--- src/rtl/xadc_channel_arbiter.sv ---
// Round-robin merge of the voltage and current XADC sample streams into one
// tagged, framed AXI-Stream toward the COBS encoder.
module xadc_channel_arbiter #(
    parameter int           DATA_WIDTH  = 16,
    parameter int           FRAME_LEN   = 8,
    parameter logic [3:0]   VOLTAGE_TAG = 4'h1,
    parameter logic [3:0]   CURRENT_TAG = 4'h2
) (
    input  logic                    clk,
    input  logic                    rst_n,
    input  logic                    enable,

    input  logic [DATA_WIDTH-1:0]   voltage_channel_tdata_i,
    input  logic                    voltage_channel_tvalid_i,
    output logic                    voltage_channel_tready_o,

    input  logic [DATA_WIDTH-1:0]   current_monitor_channel_tdata_i,
    input  logic                    current_monitor_channel_tvalid_i,
    output logic                    current_monitor_channel_tready_o,

    output logic [DATA_WIDTH-1:0]   merged_channel_tdata_o,
    output logic                    merged_channel_tvalid_o,
    input  logic                    merged_channel_tready_i,
    output logic                    merged_channel_tlast_o,
    output logic [DATA_WIDTH/8-1:0] merged_channel_tkeep_o,
    output logic                    merged_channel_tuser_o,
    output logic                    merged_channel_tid_o,
    output logic                    merged_channel_tdest_o,

    output logic [15:0]             frame_count,
    output logic [7:0]              beat_count_o,
    output logic                    state_o
);

    // Handshake rule on every stream: a beat moves only in a cycle where
    // tvalid and tready are both high at the rising clk edge.

    localparam logic ST_EMPTY    = 1'b0;
    localparam logic ST_FULL     = 1'b1;
    localparam logic GNT_VOLTAGE = 1'b0;
    localparam logic GNT_CURRENT = 1'b1;
    localparam logic [7:0] LAST_IDX = 8'(FRAME_LEN - 1);

    logic                  state_q, state_d;
    logic                  last_gnt_q, last_gnt_d;
    logic [DATA_WIDTH-1:0] data_q, data_d;
    logic                  tlast_q, tlast_d;
    logic [7:0]            beat_cnt_q, beat_cnt_d;
    logic [15:0]           frame_cnt_q, frame_cnt_d;

    logic out_free;
    logic grant;
    logic pick_voltage;
    logic out_hs;

    // Low nibble of each input is replaced by the channel tag.
    logic unused_low_bits;
    assign unused_low_bits = ^{voltage_channel_tdata_i[3:0], current_monitor_channel_tdata_i[3:0]};

    always_comb begin
        out_free     = (state_q == ST_EMPTY) || merged_channel_tready_i;
        // Gating with rst_n keeps both input treadys low while reset is held.
        grant        = rst_n && enable && out_free &&
                       (voltage_channel_tvalid_i || current_monitor_channel_tvalid_i);
        pick_voltage = voltage_channel_tvalid_i &&
                       (!current_monitor_channel_tvalid_i || (last_gnt_q == GNT_CURRENT));
        out_hs       = (state_q == ST_FULL) && merged_channel_tready_i;

        state_d     = state_q;
        last_gnt_d  = last_gnt_q;
        data_d      = data_q;
        tlast_d     = tlast_q;
        beat_cnt_d  = beat_cnt_q;
        frame_cnt_d = frame_cnt_q;

        if (out_hs) begin
            state_d    = ST_EMPTY;
            beat_cnt_d = tlast_q ? 8'd0 : beat_cnt_q + 8'd1;
            if (tlast_q) begin
                frame_cnt_d = frame_cnt_q + 16'd1;
            end
        end

        // A new beat's frame index is the count after any drain in this cycle.
        if (grant) begin
            state_d    = ST_FULL;
            last_gnt_d = pick_voltage ? GNT_VOLTAGE : GNT_CURRENT;
            data_d     = pick_voltage ?
                         {voltage_channel_tdata_i[DATA_WIDTH-1:4], VOLTAGE_TAG} :
                         {current_monitor_channel_tdata_i[DATA_WIDTH-1:4], CURRENT_TAG};
            tlast_d    = (beat_cnt_d == LAST_IDX);
        end
    end

    always_ff @(posedge clk or negedge rst_n) begin
        if (!rst_n) begin
            state_q     <= ST_EMPTY;
            last_gnt_q  <= GNT_CURRENT;
            data_q      <= '0;
            tlast_q     <= 1'b0;
            beat_cnt_q  <= 8'd0;
            frame_cnt_q <= 16'd0;
        end else begin
            state_q     <= state_d;
            last_gnt_q  <= last_gnt_d;
            data_q      <= data_d;
            tlast_q     <= tlast_d;
            beat_cnt_q  <= beat_cnt_d;
            frame_cnt_q <= frame_cnt_d;
        end
    end

    assign voltage_channel_tready_o         = grant && pick_voltage;
    assign current_monitor_channel_tready_o = grant && !pick_voltage;

    assign merged_channel_tdata_o  = data_q;
    assign merged_channel_tvalid_o = (state_q == ST_FULL);
    assign merged_channel_tlast_o  = tlast_q;
    assign merged_channel_tkeep_o  = '1;
    assign merged_channel_tuser_o  = 1'b0;
    assign merged_channel_tid_o    = 1'b0;
    assign merged_channel_tdest_o  = 1'b0;

    assign frame_count  = frame_cnt_q;
    assign beat_count_o = beat_cnt_q;
    assign state_o      = state_q;

endmodule

--- config.mk ---
export PLATFORM = sky130hd
export DESIGN_NAME = xadc_channel_arbiter
export DESIGN_NICKNAME = d
export VERILOG_FILES = /design/src/rtl/xadc_channel_arbiter.sv
export SDC_FILE = /design/constraint.sdc
export NUM_CORES = 1
export LEC_CHECK = 0
export ABC_AREA = 1
export ABC_CLOCK_PERIOD_IN_PS = 3000
export CORE_UTILIZATION = 46
export DETAILED_ROUTE_END_ITERATION = 8
export PLACE_DENSITY = 0.86
export SYNTH_ARGS = -nofsm -noshare
export SYNTH_HDL_FRONTEND = slang
export SYNTH_SLANG_ARGS = --single-unit
--- constraint.sdc ---
create_clock -name clk -period 3 [get_ports clk]
set_input_delay 0.9 -clock clk [delete_from_list [all_inputs] [get_ports clk]]
set_output_delay 0.9 -clock clk [all_outputs]
set_load 0.03 [all_outputs]
Yosys cells after proc, flatten, opt, wreduce, memory -nomap -nowiden

Cells that the tools add are included.

Output and inout port bits: 50
Input bits: 38
Flip-flop bits (word level): 43
Word-level logic and storage cells: 30

Muxes and demuxes: 6
Reductions and logical operators: 14
Add/sub/neg operators: 2
Eq/ne operators: 1
Bitwise logic cells: 1

Operators with widths:

| cell                    | number |
|---|---|
| $add A16 B1 Y16 const B | 1 |
| $mux W16                | 1 |
| $mux W8                 | 2 |
| $add A8 B1 Y8 const B   | 1 |
| $eq A8 B3 Y1 const B    | 1 |
| $logic_and A1 B1 Y1     | 7 |
| $logic_or A1 B1 Y1      | 3 |
| $mux W1                 | 3 |
| $logic_not A1 Y1        | 2 |
| $reduce_and A2 Y1       | 1 |
| $reduce_bool A2 Y1      | 1 |
| $not A1 Y1              | 1 |

Depth between registers and ports, before layout

Gate-level depths: netlist of the first run.

Depth in word-level cells: 5
Gate-level depth with buffers: 11
Mapped depth without buffers: 11

Worst setup path before layout of the first run

No wires, ideal clock.

Path kind: input-to-output
From: in voltage_channel_tvalid_i
To: out voltage_channel_tready_o
Arrival: 1.615 ns
Path slack: 0.485 ns
Stages on the path: 5
Required time: 2.100 ns
Buffers on the path: 1
Path through: inv_1 > a21oi_1 > inv_1 > nor2_2 > buf_4

Cells in the longest elaborated chain, start to end: 3
Elaborated cells between the ends (all ways): 4
Those cells by class: 4 x reduce/logical

RTL lines:

| element               | line | text |
|---|---|---|
| start, declared       | 14   | `input logic voltage_channel_tvalid_i,` |
| $logic_or A1 B1 Y1    | 64   | `(voltage_channel_tvalid_i \|\| current_monitor_channel_tvalid_i);` |
| $logic_and A1 B1 Y1   | 63   | `grant = rst_n && enable && out_free &&` |
| $logic_and A1 B1 Y1 * | 113  | `assign voltage_channel_tready_o = grant && pick_voltage;` |
| end, declared         | 15   | `output logic voltage_channel_tready_o,` |

Every way passes the cells marked *; elsewhere a longest branch is shown, timed or not.

Final worst setup path of the first run

Ends and elaborated chain as after synthesis.

==> results.md, run 1 <==
* R2R Setup Slk at 1.44 ns
* DP Area at 2830 um2
* Most frequent cells after synthesis: nand2_1 (76), dfrtp_1 (40), nand3_1 (27), inv_1 (21), nor2_1 (13)
* Internal Power at 1150 uW
* GRT Overall Usage at around 20%
* Status: finished clean
* Post-synth top area cell: dfrtp_1
* Worst path bufs/invs at 4
* Pleak at 0.00155 uW
* Synth Area in XOR/XNOR at roughly 6.7%
* R2R Path Start: beat_count_o[0]
* Crit end category: output port
* Port Buffer Count at just over 70
* Largest net degree at the start of global routing at 42
* FFs w/ async S/R, synth at 100%
* Worst VDD drop at 0.293 mV
* Synth Instances at 237
* WP data arrival at 1.99 ns
* Avg Cell Area, Syn at 8.80 um2
* WL/cell at 11.9 um
* Worst setup SP type: input port
* DIE HEIGHT at a little under 70 um
* Diode count at 0
* Share of cells above drive strength 1 at between 10 and 15%
* IO Count at 88
* Yosys cell types at 27
* Vias per inst at 4.72
* Initial antenna violation count at 0
* CP max FO at 2
* CP startpoint: voltage_channel_tvalid_i
* Most numerous cell in the Yosys netlist: nand2_1
* Final-report hold violation count at 0
* Largest family of logic cells by synthesized area: simple AND/OR/NAND/NOR gates
* Levels on crit path at 6
* Area delta synth->final at 41.7%
* Worst-skew pair later-pin latency at 0.29 ns
* CTS root buf: clkbuf_8
* Core Rows at 24
* Logic gate share of total power at about a third
* CP cell instances: clkdlybuf4s50_1 > inv_1 > a21oi_1 > inv_1 > nor2_2 > buf_4
* Synth area leaders: dfrtp_1 (48%), nand2_1 (14%), nand3_1 (6.5%)
* DRC at 0
* Setup_tns at 0 ns
* Register area at 1030 um2
* #FFs+latches synth at 41
* Initial Utilization at 47.9%
* Core area at 4350 um2
* R2R Path End: merged_channel_tlast_o
* Setup violators final at 0
* Seq pwr share at about two fifths
* Final Cycle Share at 96.5%
* CTS clk-pin slew, worst paths at about 0.080 ns
* Delay-heaviest family, CP: buffers and inverters
* First-pass GRT wire length at 7530 um
* Hpwl dp at ~3400 um
* Placer Congestion at 0.746
* Post-synthesis sequential area ratio at around half
* Worst slew pin tran at 0.505 ns
* Clk buf depth at 2
* Detailed Route Iter0 Violations at between 40 and 50
* WL final at 4370 um
* Fin nets at 355
* EDFF count, synth at 0
* Ys Warns at 0
* Crit Path Class: in2out
* Clk_skew at 0.00464 ns
* Setup crit end: voltage_channel_tready_o
* WP data required at 2.10 ns
* Pins Over Slew Limit at 0
* Total gr overflow at 0
* Most frequent CP cell: inv_1
* Switching portion of total power at 34.4%
* Worst min path class: reg2reg
* Footprint of the multi-input gates at 893 um2
* Vias in the first global route at 1768
* Cts repair resizes at 0
* Die area at between 4000 and 5000 um2
* Clk network pwr share at 25.9%
* Final min period at approximately 2.9 ns
* Post-route design area at 2950 um2
* Post-route ant nets at 0
* Min-delay src: last_gnt_q
* Via count at 1737
* Simple-Gate Fraction of Synth Area at 31.5%
* Pwr per Cell Area at 595 nW/um2
* Psw at 605 uW
* Max-Cap Viols at 0
* Design Power at 1760 uW
* Synthesized area at 2080 um2
* Drt pass-1 iters at 3
* Hold_buf cts at 0
* Slew headroom at 66.4%
* CTS HTree Levels at 2
* Adder-cell share of the synthesized area at 1.20%
* Fill cell count at 358
* Slowest cell delay on critical path at 0.46 ns
* Post-CTS Setup Bufs at 0
* CTS Sinks at slightly above 40
* Compound-Gate Fraction of Synth Area at 2.28%
* Fmax at 0.345 GHz
* Main flop type after synthesis: dfrtp_1
* CTS Buf Count at 5
* CTS tree: built
* Mux contribution to synthesized area at 0%
* Synth top area share at between 40% and 50%
* Slowest-stage cell, CP: clkdlybuf4s50_1
* Chip width at 69.3 um
* Worst reg-to-reg path cell count at 10
* RSZ-0062 raised after global routing: no
-- worst register-to-register path: cells and delay by family, from the launching register on --
family / cells / cell delay, ns
DFF: 1 / 0.42
and+or+nand+nor: 9 / 0.81
adders and majority gates: 1 / 0.22
-- layout make-up --
class	count	area share [%]
clock buffers	6	2.80
well taps	52	2.20
multi-input cells	166	30.3
clock inverters	2	1.27
flip-flops and latches	41	34.8
repair buffers	78	25.6
inverters	23	3.09
-- layout by cell type (no fill, tap or decap), types with 3 or more instances in the layout --
cell             count
nand2_1             76
nor2_1              13
nor2_2               3
xnor2_1              4
nand2_4              3
nand3_1             27
buf_4                8
clkdlybuf4s50_1     69
clkbuf_8             6
inv_1               21
a21oi_1              6
nor2_8               3
conb_1               7
dfrtp_1             40
xor2_1              10
-- worst min-delay path by stage --
stage | to | slack (ns) | cells after the start
2_1_floorplan | last_gnt_q | 0.45 | 2
3_3_place_gp | last_gnt_q | 0.47 | 2
3_5_place_dp | merged_channel_tdata_o[0] | 0.48 | 2
4_1_cts | last_gnt_q | 0.50 | 2
5_1_grt | merged_channel_tdata_o[0] | 0.51 | 2
6_report | last_gnt_q | 0.49 | 2
-- per-stage QoR --
step                      util, %  cells  hold slack (ns)  setup WS, ns
after floorplan                 -    242            0.453         0.485
after global placement       65.1    360            0.473         0.127
after detailed placement     65.1    360            0.478         0.125
after CTS                    67.8    368            0.497         0.117
after global routing         67.8    368            0.508        0.0298
final                        67.8    368            0.489         0.105
-- cells by family after synthesis --
kind of cell | count (synthesis)
and+or+nand+nor | 133
DFF | 41
buffers and inverters | 35
xor gates and xnor gates | 15
AOI/OAI and AO/OA | 9
adders and majority gates | 2
other | 2
-- sequential cells by signal, summed over array words and instances, names as in the netlist --
register,count
last_gnt_q,1
frame_count,16
merged_channel_tlast_o,1
beat_count_o,8
merged_channel_tdata_o,14
merged_channel_tvalid_o,1
-- power groups by stage --
stage / combinational, uW / sequential (uW) / clock, uW
2_1_floorplan: 184 / 871 / 0
4_1_cts: 597 / 711 / 468
3_5_place_dp: 597 / 720 / 0
3_3_place_gp: 578 / 714 / 0
5_1_grt: 638 / 727 / 488
6_report: 590 / 711 / 456
-- layer usage --
metal  share of wire (%)  vias to the layer above  track usage (%)  wire, um
met5                   0                        -                0         0
met4                 1.0                        0             7.26        45
met3                 4.8                        6             4.51       208
met2                  52                       45             34.7      2280
met1                  42                      816             23.5      1830
li1                    -                      870                -         -
Power figures use the tool's default switching activity.
==> inputs of run 2 (changes only) <==
--- a/config.mk
+++ b/config.mk
@@ -7,9 +7,9 @@
 export LEC_CHECK = 0
 export ABC_AREA = 1
 export ABC_CLOCK_PERIOD_IN_PS = 3000
-export CORE_UTILIZATION = 46
+export CORE_UTILIZATION = 40
 export DETAILED_ROUTE_END_ITERATION = 8
-export PLACE_DENSITY = 0.86
+export PLACE_DENSITY = 0.76
 export SYNTH_ARGS = -nofsm -noshare
 export SYNTH_HDL_FRONTEND = slang
 export SYNTH_SLANG_ARGS = --single-unit
==> results.md, run 2 (same netlist as run 1, synthesis figures left out) <==
* Status: finished clean (unchanged)
* First-pass GRT wire length at 7130 um (was 7530 um)
* Final min period at 2.89 ns (about the same)
* Worst reg-to-reg path cell count at 7 (was 10)
* WL final at 4190 um (was 4370 um)
* WL/cell at 10.9 um (was 11.9 um)
* RSZ-0062 raised after global routing: no (unchanged)
* Fin nets at 355 (unchanged)
* Worst VDD drop at 0.414 mV (was 0.293 mV)
* DP Area at 2850 um2 (was 2830 um2)
* Core area at 4880 um2 (was 4350 um2)
* Detailed Route Iter0 Violations at 61 (was 46)
* Worst setup margin at 0.109 ns (was 0.105 ns)
* CTS clk-pin slew, worst paths at 0.07 ns (was 0.08 ns)
* Share of cells above drive strength 1 at 10.4% (was 11.4%)
* DIE HEIGHT at 74.2 um (was 69.3 um)
* Worst min path class: reg2reg (unchanged)
* Pwr per Cell Area at 555 nW/um2 (was 595 nW/um2)
* CTS tree: built (unchanged)
* Placer Congestion at 0.727 (was 0.746)
* Final-report hold violation count at 0 (unchanged)
* Hold_buf cts at 0 (unchanged)
* Area delta synth->final at 40.6% (was 41.7%)
* WP data arrival at 1.99 ns (about the same)
* R2R Path End: frame_count[14] (was merged_channel_tlast_o)
* Largest net degree at the start of global routing at 42 (unchanged)
* DP Worst Slack at 0.115 ns (was 0.125 ns)
* CP startpoint: voltage_channel_tvalid_i (unchanged)
* DRC at 0 (unchanged)
* CTS HTree Levels at 2 (unchanged)
* CP max FO at 2 (unchanged)
* Post-route ant nets at 0 (unchanged)
* IO Count at 88 (unchanged)
* Final Cycle Share at 96.4% (was 96.5%)
* Pins Over Slew Limit at 0 (unchanged)
* Crit end category: output port (unchanged)
* Design Power at 1630 uW (was 1760 uW)
* Port Buffer Count at 72 (unchanged)
* Clk buf depth at 2 (unchanged)
* Largest register FFs at 16 (unchanged)
* Worst-skew pair later-pin latency at 0.28 ns (was 0.29 ns)
* Vias per inst at 4.41 (was 4.72)
* Worst slew pin tran at 0.501 ns (was 0.505 ns)
* WP data required at 2.10 ns (about the same)
* R2R Path Start: frame_count[0] (was beat_count_o[0])
* Post-CTS Setup Bufs at 0 (unchanged)
* Fmax at 0.346 GHz (was 0.345 GHz)
* Max-Cap Viols at 0 (unchanged)
* Diode count at 0 (unchanged)
* Slew headroom at 66.6% (was 66.4%)
* Via count at 1688 (was 1737)
* Post-route design area at 2930 um2 (was 2950 um2)
* Die area at 5500 um2 (was 4800 um2)
* Setup violators final at 0 (unchanged)
* Crit Path Class: in2out (unchanged)
* Clk_skew at 0.00626 ns (was 0.00464 ns)
* Initial antenna violation count at 0 (unchanged)
* Setup_tns at 0 ns (unchanged)
* Hpwl dp at 3220 um (was 3390 um)
* CTS root buf: clkbuf_8 (unchanged)
* Core Rows at 25 (was 24)
* GRT Overall Usage at 16.9% (was 19.7%)
* Pleak at 0.00153 uW (was 0.00155 uW)
* Drt pass-1 iters at 4 (was 3)
* Cts repair resizes at 0 (unchanged)
* CTS Sinks at 41 (unchanged)
* Chip width at 74.2 um (was 69.3 um)
* Min-delay src: merged_channel_tdata_o[0] (was last_gnt_q)
* Initial Utilization at 42.7% (was 47.9%)
* R2R Setup Slk at 1.52 ns (was 1.44 ns)
* Vias in the first global route at 1648 (was 1768)
* Worst Hold Path EP: merged_channel_tdata_o[0] (was last_gnt_q)
* Most common cell after layout, fill and taps aside: nand2_1 (unchanged)
* Hold path cells at 2 (unchanged)
* CTS Buf Count at 5 (unchanged)
* Commonest cells after routing, fill and taps aside: nand2_1 (76), clkdlybuf4s50_1 (69), dfrtp_1 (40) (unchanged)
* Total gr overflow at 0 (unchanged)
* Worst setup SP type: input port (unchanged)
==> run 2: cell count changes in the layout (fill, tap and decap cells not counted), sizes merged <==
cell      previous run  this run
clkinvlp             1         0
bufinv               1         0
clkbuf               6         8
==> run 2: worst max-delay path by stage <==
stage | to | slack [ns] | cells past startpoint
after floorplan | voltage_channel_tready_o | 0.49 | 5
after global placement | voltage_channel_tready_o | 0.12 | 6
after detailed placement | voltage_channel_tready_o | 0.11 | 6
after CTS | voltage_channel_tready_o | 0.11 | 6
after global routing | voltage_channel_tready_o | 0.03 | 6
final | voltage_channel_tready_o | 0.11 | 6
==> run 2: critical path, cell delays in order <==
cell and delay, ns:
clkdlybuf4s50_1 0.47, inv_1 0.05, a21oi_1 0.16, inv_1 0.09, nor2_2 0.14, buf_4 0.18
==> run 2: stage by stage <==
step	hold WS, ns	utilization [%]	instances
global placement	0.474	58.4	375
CTS	0.496	60.1	383
global route	0.510	60.1	383
detailed placement	0.478	58.4	375
floorplan	0.453	-	242
finish	0.491	60.1	383
==> run 2: area by class of cell <==
class | instances | area [um2]
fill | 448 | 1950
inverter | 23 | 91.3
clock buffer | 8 | 80.1
multi-input combinational | 166 | 893
tap | 67 | 83.8
sequential | 41 | 1030
timing repair buffer | 78 | 756
==> run 2: layer usage <==
| layer | GRT usage, % | share of wire (%) | wire [um] | vias to the layer above |
|---|---|---|---|---|
| li1 | - | - | - | 873 |
| met1 | 21.7 | 47 | 1980 | 768 |
| met2 | 27.8 | 46 | 1940 | 45 |
| met3 | 5.83 | 5.9 | 249 | 2 |
| met4 | 3.21 | 0.48 | 20 | 0 |
| met5 | 0 | 0 | 0 | - |
==> run 2: power by group <==
group / total, uW / switching [uW] / internal, uW
Clock: 336 / 171 / 165
Sequential: 709 / 72.1 / 637
Combinational: 582 / 338 / 244
